<file path="src/rtl/piece_mover.sv">
// Falling-piece position controller: arbitrates user and gravity move requests,
// runs one collision check per request and commits or lands the piece.
module piece_mover #(
    parameter int GRAVITY_TICKS = 25000000,
    parameter int SPAWN_X       = 6,
    parameter int SPAWN_Y       = 0
) (
    input  logic       Clock,
    input  logic       Reset,
    input  logic       spawn,
    input  logic [1:0] blockType,
    input  logic       moveLeft,
    input  logic       moveRight,
    input  logic       moveDown,
    input  logic       canMove,
    output logic       checkEnable,
    output logic [1:0] checkDir,
    output logic [3:0] XPOS,
    output logic [4:0] YPOS,
    output logic [1:0] currentBlock,
    output logic       active,
    output logic       landed
);
    localparam int CW = (GRAVITY_TICKS > 1) ? $clog2(GRAVITY_TICKS) : 1;
    localparam logic [CW-1:0] CNT_MAX = CW'(GRAVITY_TICKS - 1);

    localparam logic [1:0] DIR_LEFT  = 2'b00;
    localparam logic [1:0] DIR_RIGHT = 2'b01;
    localparam logic [1:0] DIR_DOWN  = 2'b10;

    typedef enum logic [1:0] {EMPTY, IDLE, REQ, EVAL} state_t;

    state_t        state_reg;
    logic [CW-1:0] grav_cnt_reg;
    logic          pending_reg;

    logic grav_tick;
    logic user_down;
    logic down_req;

    // A down request is only issued from IDLE when no higher-priority
    // horizontal request wins the arbitration in the same cycle.
    always_comb begin
        grav_tick = active && (grav_cnt_reg == CNT_MAX);
        user_down = (state_reg == IDLE) && moveDown && !moveLeft && !moveRight;
        down_req  = (state_reg == IDLE) && !moveLeft && !moveRight
                    && (moveDown || pending_reg);
    end

    always_ff @(posedge Clock or posedge Reset) begin
        if (Reset) begin
            state_reg    <= EMPTY;
            grav_cnt_reg <= '0;
            pending_reg  <= 1'b0;
            XPOS         <= '0;
            YPOS         <= '0;
            currentBlock <= '0;
            checkEnable  <= 1'b0;
            checkDir     <= DIR_LEFT;
            active       <= 1'b0;
            landed       <= 1'b0;
        end else begin
            landed      <= 1'b0;
            checkEnable <= 1'b0;

            if (active) begin
                if (user_down || grav_tick)
                    grav_cnt_reg <= '0;
                else
                    grav_cnt_reg <= grav_cnt_reg + 1'b1;
                // A fresh tick outranks the clear so it is never lost.
                if (grav_tick && !user_down)
                    pending_reg <= 1'b1;
                else if (down_req)
                    pending_reg <= 1'b0;
            end

            case (state_reg)
                EMPTY: begin
                    if (spawn) begin
                        XPOS         <= 4'(SPAWN_X);
                        YPOS         <= 5'(SPAWN_Y);
                        currentBlock <= blockType;
                        grav_cnt_reg <= '0;
                        pending_reg  <= 1'b0;
                        active       <= 1'b1;
                        state_reg    <= IDLE;
                    end
                end
                IDLE: begin
                    if (moveLeft) begin
                        checkDir    <= DIR_LEFT;
                        checkEnable <= 1'b1;
                        state_reg   <= REQ;
                    end else if (moveRight) begin
                        checkDir    <= DIR_RIGHT;
                        checkEnable <= 1'b1;
                        state_reg   <= REQ;
                    end else if (moveDown || pending_reg) begin
                        checkDir    <= DIR_DOWN;
                        checkEnable <= 1'b1;
                        state_reg   <= REQ;
                    end
                end
                REQ: begin
                    state_reg <= EVAL;
                end
                EVAL: begin
                    state_reg <= IDLE;
                    if (canMove) begin
                        case (checkDir)
                            DIR_LEFT:  XPOS <= XPOS - 1'b1;
                            DIR_RIGHT: XPOS <= XPOS + 1'b1;
                            DIR_DOWN:  YPOS <= YPOS + 1'b1;
                            default:   ;
                        endcase
                    end else if (checkDir == DIR_DOWN) begin
                        landed    <= 1'b1;
                        active    <= 1'b0;
                        state_reg <= EMPTY;
                    end
                end
                default: state_reg <= EMPTY;
            endcase
        end
    end
endmodule

</file>
<file path="config.mk">
export PLATFORM = sky130hd
export DESIGN_NAME = piece_mover
export DESIGN_NICKNAME = d
export VERILOG_FILES = /design/src/rtl/piece_mover.sv
export SDC_FILE = /design/constraint.sdc
export NUM_CORES = 1
export LEC_CHECK = 0
export CELL_PAD_IN_SITES_DETAIL_PLACEMENT = 1
export CELL_PAD_IN_SITES_GLOBAL_PLACEMENT = 2
export CORE_AREA = 2 2 83 85
export CTS_BUF_LIST = sky130_fd_sc_hd__clkbuf_8
export DETAILED_ROUTE_END_ITERATION = 12
export DIE_AREA = 0 0 85 87
export GPL_ROUTABILITY_DRIVEN = 1
export PLACE_DENSITY = 0.94
export SYNTH_ARGS = -nofsm -noshare
export SYNTH_HDL_FRONTEND = slang
export SYNTH_SLANG_ARGS = --single-unit
</file>
<file path="constraint.sdc">
create_clock -name Clock -period 6 [get_ports Clock]
set_clock_uncertainty 0.15 [all_clocks]
set_input_delay 1.2 -clock Clock [delete_from_list [all_inputs] [get_ports Clock]]
set_output_delay 1.2 -clock Clock [all_outputs]
set_load 0.05 [all_outputs]
</file>
==> impl_metrics.tcl, run 1 <==
set metrics [dict create \
    status "finished, final reports clean" \
    syn-cell-area_mm2 0.00262 \
    timing.rr.start "active" \
    nFillCells 709 \
    critPathBufInv 1 \
    tightest_slew_ns 1.14 \
    finalNonFillerCells 359 \
    stdcell_area_mm2 0.00304 \
    synth_area_per_cell_um2 10.0 \
    hold_ws_ns 0.344 \
    post-route-util 0.462 \
    maxSlewHeadroom 0.239 \
    die_y_um 87 \
    final_hold_viol_count 0 \
    multiInputGateArea_mm2 0.00138 \
    row_count 30 \
    ctsRootBufferMaster "clkbuf_8" \
    yosys.area.top_type_share 0.420 \
    cts_buffer_depth 2 \
    postPlaceCellArea_mm2 0.00288 \
    grt_pass1_wl_um 11200 \
    syn_to_final_growth_pct 15.7 \
    ctsHoldBuffers 0 \
    cts_tree "built" \
    postCtsSetupBuffers 0 \
    drive_above_1_share 0.104 \
    power_density_mw_per_mm2 439 \
    final-setup-viol-count 0 \
    routedWlPerCell_um 17.6 \
    antenna_found_initial 0 \
    cp_max_fo 6 \
    drtPass1Iterations 4 \
    drc_errors 0 \
    cts.htree.levels 2 \
    async_flop_share 1.00 \
    syn_nets 279 \
    ys_seq_elements 44 \
    fin_crit_sh 0.492 \
    seq_area_mm2 0.00110 \
    clkTransAtPathRegs_ns 0.09 \
    layout_min_cycle_time_ns 2.95 \
    grtUsageTotal 0.188 \
    min_from "currentBlock[0]" \
    required_ns 4.65 \
    grt-ovfl-total 0 \
    viasPerCell 5.90 \
    yosysWarningCount 0 \
    detailed_place_hpwl_um 4230 \
    cts_sinks 44 \
    max_stage_delay_ns 0.84 \
    grt_setup_unrepaired "false" \
    setup-tns-final_ns 0 \
    largest_reg_flops 25 \
    synth.largest_area_cell "dfrtp_1" \
    cp-start-kind "flip-flop" \
    antennaDiodeCount 0 \
    peakVddDrop_v 0.000311 \
    yosysSeqAreaShare 0.420 \
    p_leak_nw 1.19 \
    portBuffers 24 \
    critPathKind "flip-flop to output pin" \
    grt_max_degree 45 \
    timing.fmax_mhz 339 \
    crit_family "buffers and inverters" \
    synth_edf_count 0 \
    cts_buffers 5 \
    final_max_slew_viol_count 0 \
    first_iter_violations 61 \
    vias 2119 \
    cp_cell_sequence "clkdlybuf4s50_1" \
    ys.flop_type "dfrtp_1" \
    chipWidth_um 85 \
    hp-class "flip-flop to flip-flop" \
    cp_data_arrival_time_ns 1.60 \
    wirelength_um 6330 \
    critPathCaptureType "output pin" \
    clock_latency_ns 0.31 \
    startpoint "checkDir[1]" \
    drv_cap 0 \
    crit_slowest_cell "clkdlybuf4s50_1" \
    globalplace.congestion 0.728 \
    placed_cells 351 \
    ys_top_cells_by_area "dfrtp_1 (42%), a221oi_2 (4.0%), ha_1 (3.3%)" \
    ant_nets 0 \
    coreArea_mm2 0.00657 \
    synthCells 262 \
    fin_nets 295 \
    ctsResizeCount 0 \
    first_global_vias 2295 \
    floorplan.initialDensity 0.399 \
    ios 25 \
    synthMostInstantiatedCell "dfrtp_1" \
    synth_common_cells "dfrtp_1 (44), nand2_1 (21), nand3_1 (16), inv_1 (14), o21ai_0 (12)" \
    fp.dieArea_mm2 0.00740 \
    synth_cell_types 57 \
]
cell usage in the layout, fill, tap and decap left out, types with 8 or more instances in the layout:
cell / Yosys / layout
a211oi_1: 11 / 11
nand2_1: 21 / 21
or3_1: 8 / 8
inv_1: 14 / 13
nand3_1: 16 / 16
o21ai_0: 12 / 12
clkdlybuf4s50_1: 0 / 24
nor2_1: 10 / 10
dfrtp_1: 44 / 44
xor2_1: 9 / 9
worst paths after layout:
check                                    to  slack (ns)  cells past startpoint
max                             checkDir[1]        3.05                      1
min                         currentBlock[0]        0.34                      2
max reg2reg                grav_cnt_reg[24]        3.50                      5
min reg2reg                 currentBlock[0]        0.34                      2
max in group asynchronous   grav_cnt_reg[8]        3.85                      2
min in group asynchronous       checkEnable        1.26                      2
stage by stage:
stage / worst slack, ns / power [mW]
3_5_place_dp: 2.77 / 1.02
2_1_floorplan: 3.53 / 0.855
6_report: 3.05 / 1.33
5_1_grt: 2.98 / 1.43
3_3_place_gp: 2.83 / 0.998
4_1_cts: 3.04 / 1.34
cell type report:
type                       instances  share of cell area
clock buffer                       5              0.0227
clock inverter                     3              0.0297
inverter                          14              0.0173
multi-input combinational        188               0.453
sequential                        44               0.363
tap                               80              0.0330
timing repair buffer              25              0.0816
power breakdown:
part	internal [mW]	switching, mW
clock network	0.208	0.110
logic	0.198	0.392
registers	0.357	0.0670
cells by family (layout without fill, tap and decap cells):
logic type | count (synthesis) | after routing | synth area share
AOI/OAI and AO/OA | 65 | 65 | 0.202
xor gates and xnor gates | 13 | 13 | 0.0434
adders and majority gates | 8 | 8 | 0.0410
buffers and inverters | 30 | 47 | 0.0563
DFF | 44 | 44 | 0.420
muxes | 2 | 2 | 0.00811
and+or+nand+nor | 100 | 100 | 0.230
metal layers:
metal,global-route usage,vias to the layer above,share of wire
li1,-,1023,-
met1,0.235,1059,0.46
met2,0.324,28,0.50
met3,0.0370,9,0.026
met4,0.0649,0,0.019
met5,0,-,0
(Power assumes the default switching activity.)
==> run 2, diff against run 1 <==
--- a/config.mk
+++ b/config.mk
@@ -7,12 +7,12 @@
 export LEC_CHECK = 0
 export CELL_PAD_IN_SITES_DETAIL_PLACEMENT = 1
 export CELL_PAD_IN_SITES_GLOBAL_PLACEMENT = 2
-export CORE_AREA = 2 2 83 85
+export CORE_AREA = 2 2 87 89
 export CTS_BUF_LIST = sky130_fd_sc_hd__clkbuf_8
 export DETAILED_ROUTE_END_ITERATION = 12
-export DIE_AREA = 0 0 85 87
+export DIE_AREA = 0 0 89 91
 export GPL_ROUTABILITY_DRIVEN = 1
-export PLACE_DENSITY = 0.94
+export PLACE_DENSITY = 0.87
 export SYNTH_ARGS = -nofsm -noshare
 export SYNTH_HDL_FRONTEND = slang
 export SYNTH_SLANG_ARGS = --single-unit
==> constraint.sdc (replaced) <==
create_clock -name Clock -period 2.8 [get_ports Clock]
set_clock_uncertainty 0.15 [all_clocks]
set_input_delay 0.56 -clock Clock [delete_from_list [all_inputs] [get_ports Clock]]
set_output_delay 0.56 -clock Clock [all_outputs]
set_load 0.05 [all_outputs]
==> impl_metrics.tcl, run 2 (synthesized netlist as in run 1, its figures left out) <==
set metrics [dict create \
    status "finished, final reports clean" \
    final_hold_viol_count 0 \
    critPathCaptureType "output pin" \
    crit_family "buffers and inverters" \
    wl_met1_um 2980 \
    ctsRootBufferMaster "clkbuf_8" \
    maxSlewHeadroom 0.602 \
    drv_cap 0 \
    ant_nets 0 \
    wirelength_um 6180 \
    cp_cell_sequence "clkdlybuf4s50_1" \
    mostFrequentLayoutCells "dfrtp_1 (44), clkdlybuf4s50_1 (23), nand2_1 (21), nand3_1 (16), inv_1 (14)" \
    cp_data_arrival_time_ns 1.61 \
    largest_reg_flops 25 \
    power_density_mw_per_mm2 866 \
    row_count 31 \
    drc_errors 0 \
    vias 2130 \
    cts_buffers 5 \
    first_global_vias 2218 \
    hp-class "flip-flop to flip-flop" \
    routedWlPerCell_um 16.2 \
    final_max_slew_viol_count 0 \
    ios 25 \
    floorplan.initialDensity 0.368 \
    timing.fmax_mhz 432 \
    detailed_place_hpwl_um 4200 \
    grtUsageTotal 0.168 \
    globalplace.congestion 0.718 \
    cp-start-kind "flip-flop" \
    tightest_slew_ns 0.596 \
    cts_tree "built" \
    viasPerCell 5.59 \
    cts.htree.levels 2 \
    chipWidth_um 89 \
    p_leak_nw 1.19 \
    syn_to_final_growth_pct 15.4 \
    critPathKind "flip-flop to output pin" \
    required_ns 2.09 \
    dr_wl_met3_um 124 \
    cts_sinks 44 \
    final-setup-viol-count 0 \
    ctsResizeCount 0 \
    postCtsSetupBuffers 0 \
    drtPass1Iterations 4 \
    coreArea_mm2 0.00714 \
    drive_above_1_share 0.113 \
    met2_wirelength_um 3000 \
    ctsHoldBuffers 0 \
    hold_ws_ns 0.337 \
    cp_max_fo 5 \
    antenna_found_initial 0 \
    fin_crit_sh 0.827 \
    clock_latency_ns 0.30 \
    crit_slowest_cell "clkdlybuf4s50_1" \
    critPathBufInv 1 \
    clkTransAtPathRegs_ns 0.09 \
    portBuffers 24 \
    first_iter_violations 73 \
    grt-ovfl-total 0 \
    fin_nets 298 \
    layout_min_cycle_time_ns 2.32 \
    die_y_um 91 \
    max_stage_delay_ns 0.85 \
    top_layer "met4" \
    grt_pass1_wl_um 10900 \
    grt_setup_unrepaired "false" \
    grt_max_degree 45 \
    peakVddDrop_v 0.000635 \
    cts_buffer_depth 2 \
    setup-tns-final_ns 0 \
    fp.dieArea_mm2 0.00810 \
    mostFrequentLayoutCell "dfrtp_1" \
    antennaDiodeCount 0 \
]
run 2: cell types whose count changed in the layout (fill, tap and decap cells not counted):
cell             delta
buf_4               +3
inv_1               +1
clkinvlp_4          +1
clkdlybuf4s50_1     -1
buf_12              +1
clkbuf_8            +1
bufinv_16           -3
run 2: layer usage:
| metal | vias up | track usage |
|---|---|---|
| li1 | 1028 | - |
| met1 | 1066 | 0.236 |
| met2 | 30 | 0.269 |
| met3 | 6 | 0.0300 |
| met4 | 0 | 0.0410 |
| met5 | - | 0 |
run 2: path summary, 6_finish.rpt:
| kind | startpoint | end | slack [ns] | depth (start not counted) |
|---|---|---|---|---|
| worst min register to register | currentBlock[1] | currentBlock[1] | 0.34 | 2 |
| worst min-delay path | currentBlock[1] | currentBlock[1] | 0.34 | 2 |
| max in group asynchronous | Reset | grav_cnt_reg[22] | 1.52 | 3 |
| worst max-delay path | checkDir[0] | checkDir[0] | 0.48 | 1 |
| min in group asynchronous | Reset | checkEnable | 0.56 | 3 |
| worst max register to register | grav_cnt_reg[0] | grav_cnt_reg[24] | 0.53 | 5 |
run 2: final cells by class:
type	count	area, um^2
tap	99	124
multi-input combinational	188	1380
inverter	14	52.6
clock buffer	6	82.6
timing repair buffer	28	280
fill	836	4110
sequential	44	1100
clock inverter	2	11.3
run 2: where the power goes:
| group | switching, mW | internal (mW) | leakage (nW) |
|---|---|---|---|
| clock | 0.234 | 0.197 | 0.0486 |
| combinational | 0.840 | 0.445 | 0.556 |
| sequential | 0.138 | 0.765 | 0.581 |
| total | 1.21 | 1.41 | 1.19 |
run 2: stage by stage:
step	utilization	instances	power, mW	instance area (um^2)	worst slack [ns]
finish	0.424	381	2.62	3030	0.484
global route	0.424	381	2.83	3030	0.354
CTS	0.424	381	2.65	3030	0.469
detailed placement	0.411	373	2.21	2930	0.413
global placement	0.411	373	2.18	2930	0.463
floorplan	-	262	1.83	2620	0.657
==> run 3, diff against run 2 <==
--- a/config.mk
+++ b/config.mk
@@ -7,12 +7,12 @@
 export LEC_CHECK = 0
 export CELL_PAD_IN_SITES_DETAIL_PLACEMENT = 1
 export CELL_PAD_IN_SITES_GLOBAL_PLACEMENT = 2
-export CORE_AREA = 2 2 87 89
+export CORE_AREA = 2 2 91 93
 export CTS_BUF_LIST = sky130_fd_sc_hd__clkbuf_8
 export DETAILED_ROUTE_END_ITERATION = 12
-export DIE_AREA = 0 0 89 91
+export DIE_AREA = 0 0 93 95
 export GPL_ROUTABILITY_DRIVEN = 1
-export PLACE_DENSITY = 0.87
+export PLACE_DENSITY = 0.84
 export SYNTH_ARGS = -nofsm -noshare
 export SYNTH_HDL_FRONTEND = slang
 export SYNTH_SLANG_ARGS = --single-unit
==> constraint.sdc (replaced) <==
create_clock -name Clock -period 1.95 [get_ports Clock]
set_clock_uncertainty 0.15 [all_clocks]
set_input_delay 0.39 -clock Clock [delete_from_list [all_inputs] [get_ports Clock]]
set_output_delay 0.39 -clock Clock [all_outputs]
set_load 0.05 [all_outputs]
==> impl_metrics.tcl, run 3 (synthesized netlist as in run 1, its figures left out) <==
set metrics [dict create \
    ios 25 \
    grtUsageTotal 0.180 \
    antenna_found_initial 0 \
    first_iter_violations 102 \
    largest_reg_flops 25 \
    drtPass1Iterations 4 \
    drv_cap 0 \
    globalplace.congestion 0.764 \
    portBuffers 24 \
    antennaDiodeCount 0 \
    tightest_slew_ns 0.379 \
    grt_max_degree 26 \
    power_density_mw_per_mm2 1230 \
    clock_latency_ns 0.31 \
    mostFrequentLayoutCells "buf_4 (73), dfrtp_1 (41), nand2_1 (21), nand3_1 (15), inv_1 (14)" \
    detailed_place_hpwl_um 5160 \
    nFillCells 917 \
    peakVddDrop_v 0.000771 \
    viasPerCell 5.51 \
    routedWlPerCell_um 17.3 \
    grt-ovfl-total 0 \
    row_count 33 \
    grt_pass1_wl_um 12400 \
    final-setup-viol-count 0 \
    ant_nets 0 \
    pre_cts_slack_ns -0.256 \
    status "finished, final reports clean" \
    cts.htree.levels 2 \
    cts_tree "built" \
    layout_min_cycle_time_ns 1.95 \
    cp_max_fo 4 \
    critPathCaptureType "flip-flop" \
    final_hold_viol_count 0 \
    ctsHoldBuffers 0 \
    grt_setup_unrepaired "true" \
    hold_ws_ns 0.202 \
    timing.fmax_mhz 514 \
    clkTransAtPathRegs_ns 0.09 \
    first_global_vias 2489 \
    chipWidth_um 93 \
    hp-class "input port to async pin" \
    cts_buffers 5 \
    fin_crit_sh 0.999 \
    p_leak_nw 1.54 \
    final_max_slew_viol_count 0 \
    cp-start-kind "flip-flop" \
    drc_errors 0 \
    seq_area_mm2 0.00110 \
    fin_ws_ns 0.00260 \
    fin_nets 358 \
    maxSlewHeadroom 0.741 \
    mostFrequentLayoutCell "buf_4" \
    critPathKind "flip-flop to flip-flop" \
    cts_sinks 44 \
    fp.dieArea_mm2 0.00884 \
    ctsRootBufferMaster "clkbuf_8" \
    placed_cells 426 \
    vias 2462 \
    startpoint "grav_cnt_reg[1]" \
    timing.rr.start "grav_cnt_reg[1]" \
    floorplan.initialDensity 0.331 \
    cts_buffer_depth 2 \
    setup-tns-final_ns 0 \
    finalPower_mw 4.47 \
    die_y_um 95 \
    wirelength_um 7760 \
    required_ns 2.02 \
    finalNonFillerCells 447 \
    cp_data_arrival_time_ns 2.01 \
    multiInputGateArea_mm2 0.00154 \
    syn_to_final_growth_pct 38.4 \
    drive_above_1_share 0.371 \
    coreArea_mm2 0.00793 \
]
## run 3: path summary, 6_finish.rpt
check	to	slack, ns	cells past startpoint
worst min register to register	currentBlock[0]	0.34	2
max in group asynchronous	grav_cnt_reg[4]	0.98	3
worst min-delay path	checkEnable	0.20	2
worst max register to register	grav_cnt_reg[21]	0.003	5
min in group Clock	currentBlock[0]	0.34	2
worst max-delay path	grav_cnt_reg[21]	0.003	5
## run 3: per-layer routing
layer,GRT usage,share of wire
met5,0,0
met4,0.0625,0.018
met3,0.0319,0.022
met2,0.310,0.52
met1,0.228,0.44
## run 3: area by class of cell
type,instances,share of cell area
clock buffers,5,0.0190
clock inverters,3,0.00448
inverters,14,0.0145
multi-input cells,190,0.423
flip-flops and latches,44,0.304
well taps,105,0.0362
repair buffers,86,0.198
## run 3: critical path, stage by stage, from the launching register on
cell and delay, ns:
dfrtp_1 0.43, buf_4 0.14, and4_4 0.29, nand4_4 0.12
or4_4 0.50, a221oi_2 0.22
## run 3: repair_timing
item,in CTS,in global routing
resized for setup,11,19
setup endpoints to repair,22,30
pin swaps,3,8
setup buffers,4,7
cloned,2,0
## run 3: per-stage QoR
stage,instance area [um^2],utilization
floorplan,2640,-
global placement,3310,0.417
detailed placement,3310,0.417
CTS,3490,0.440
global route,3630,0.458
finish,3630,0.458
## run 3: power by group
group	switching (mW)	internal [mW]	leakage (nW)	total, mW
logic	1.47	1.11	0.915	2.59
clock network	0.351	0.246	0.0453	0.597
registers	0.181	1.10	0.578	1.28
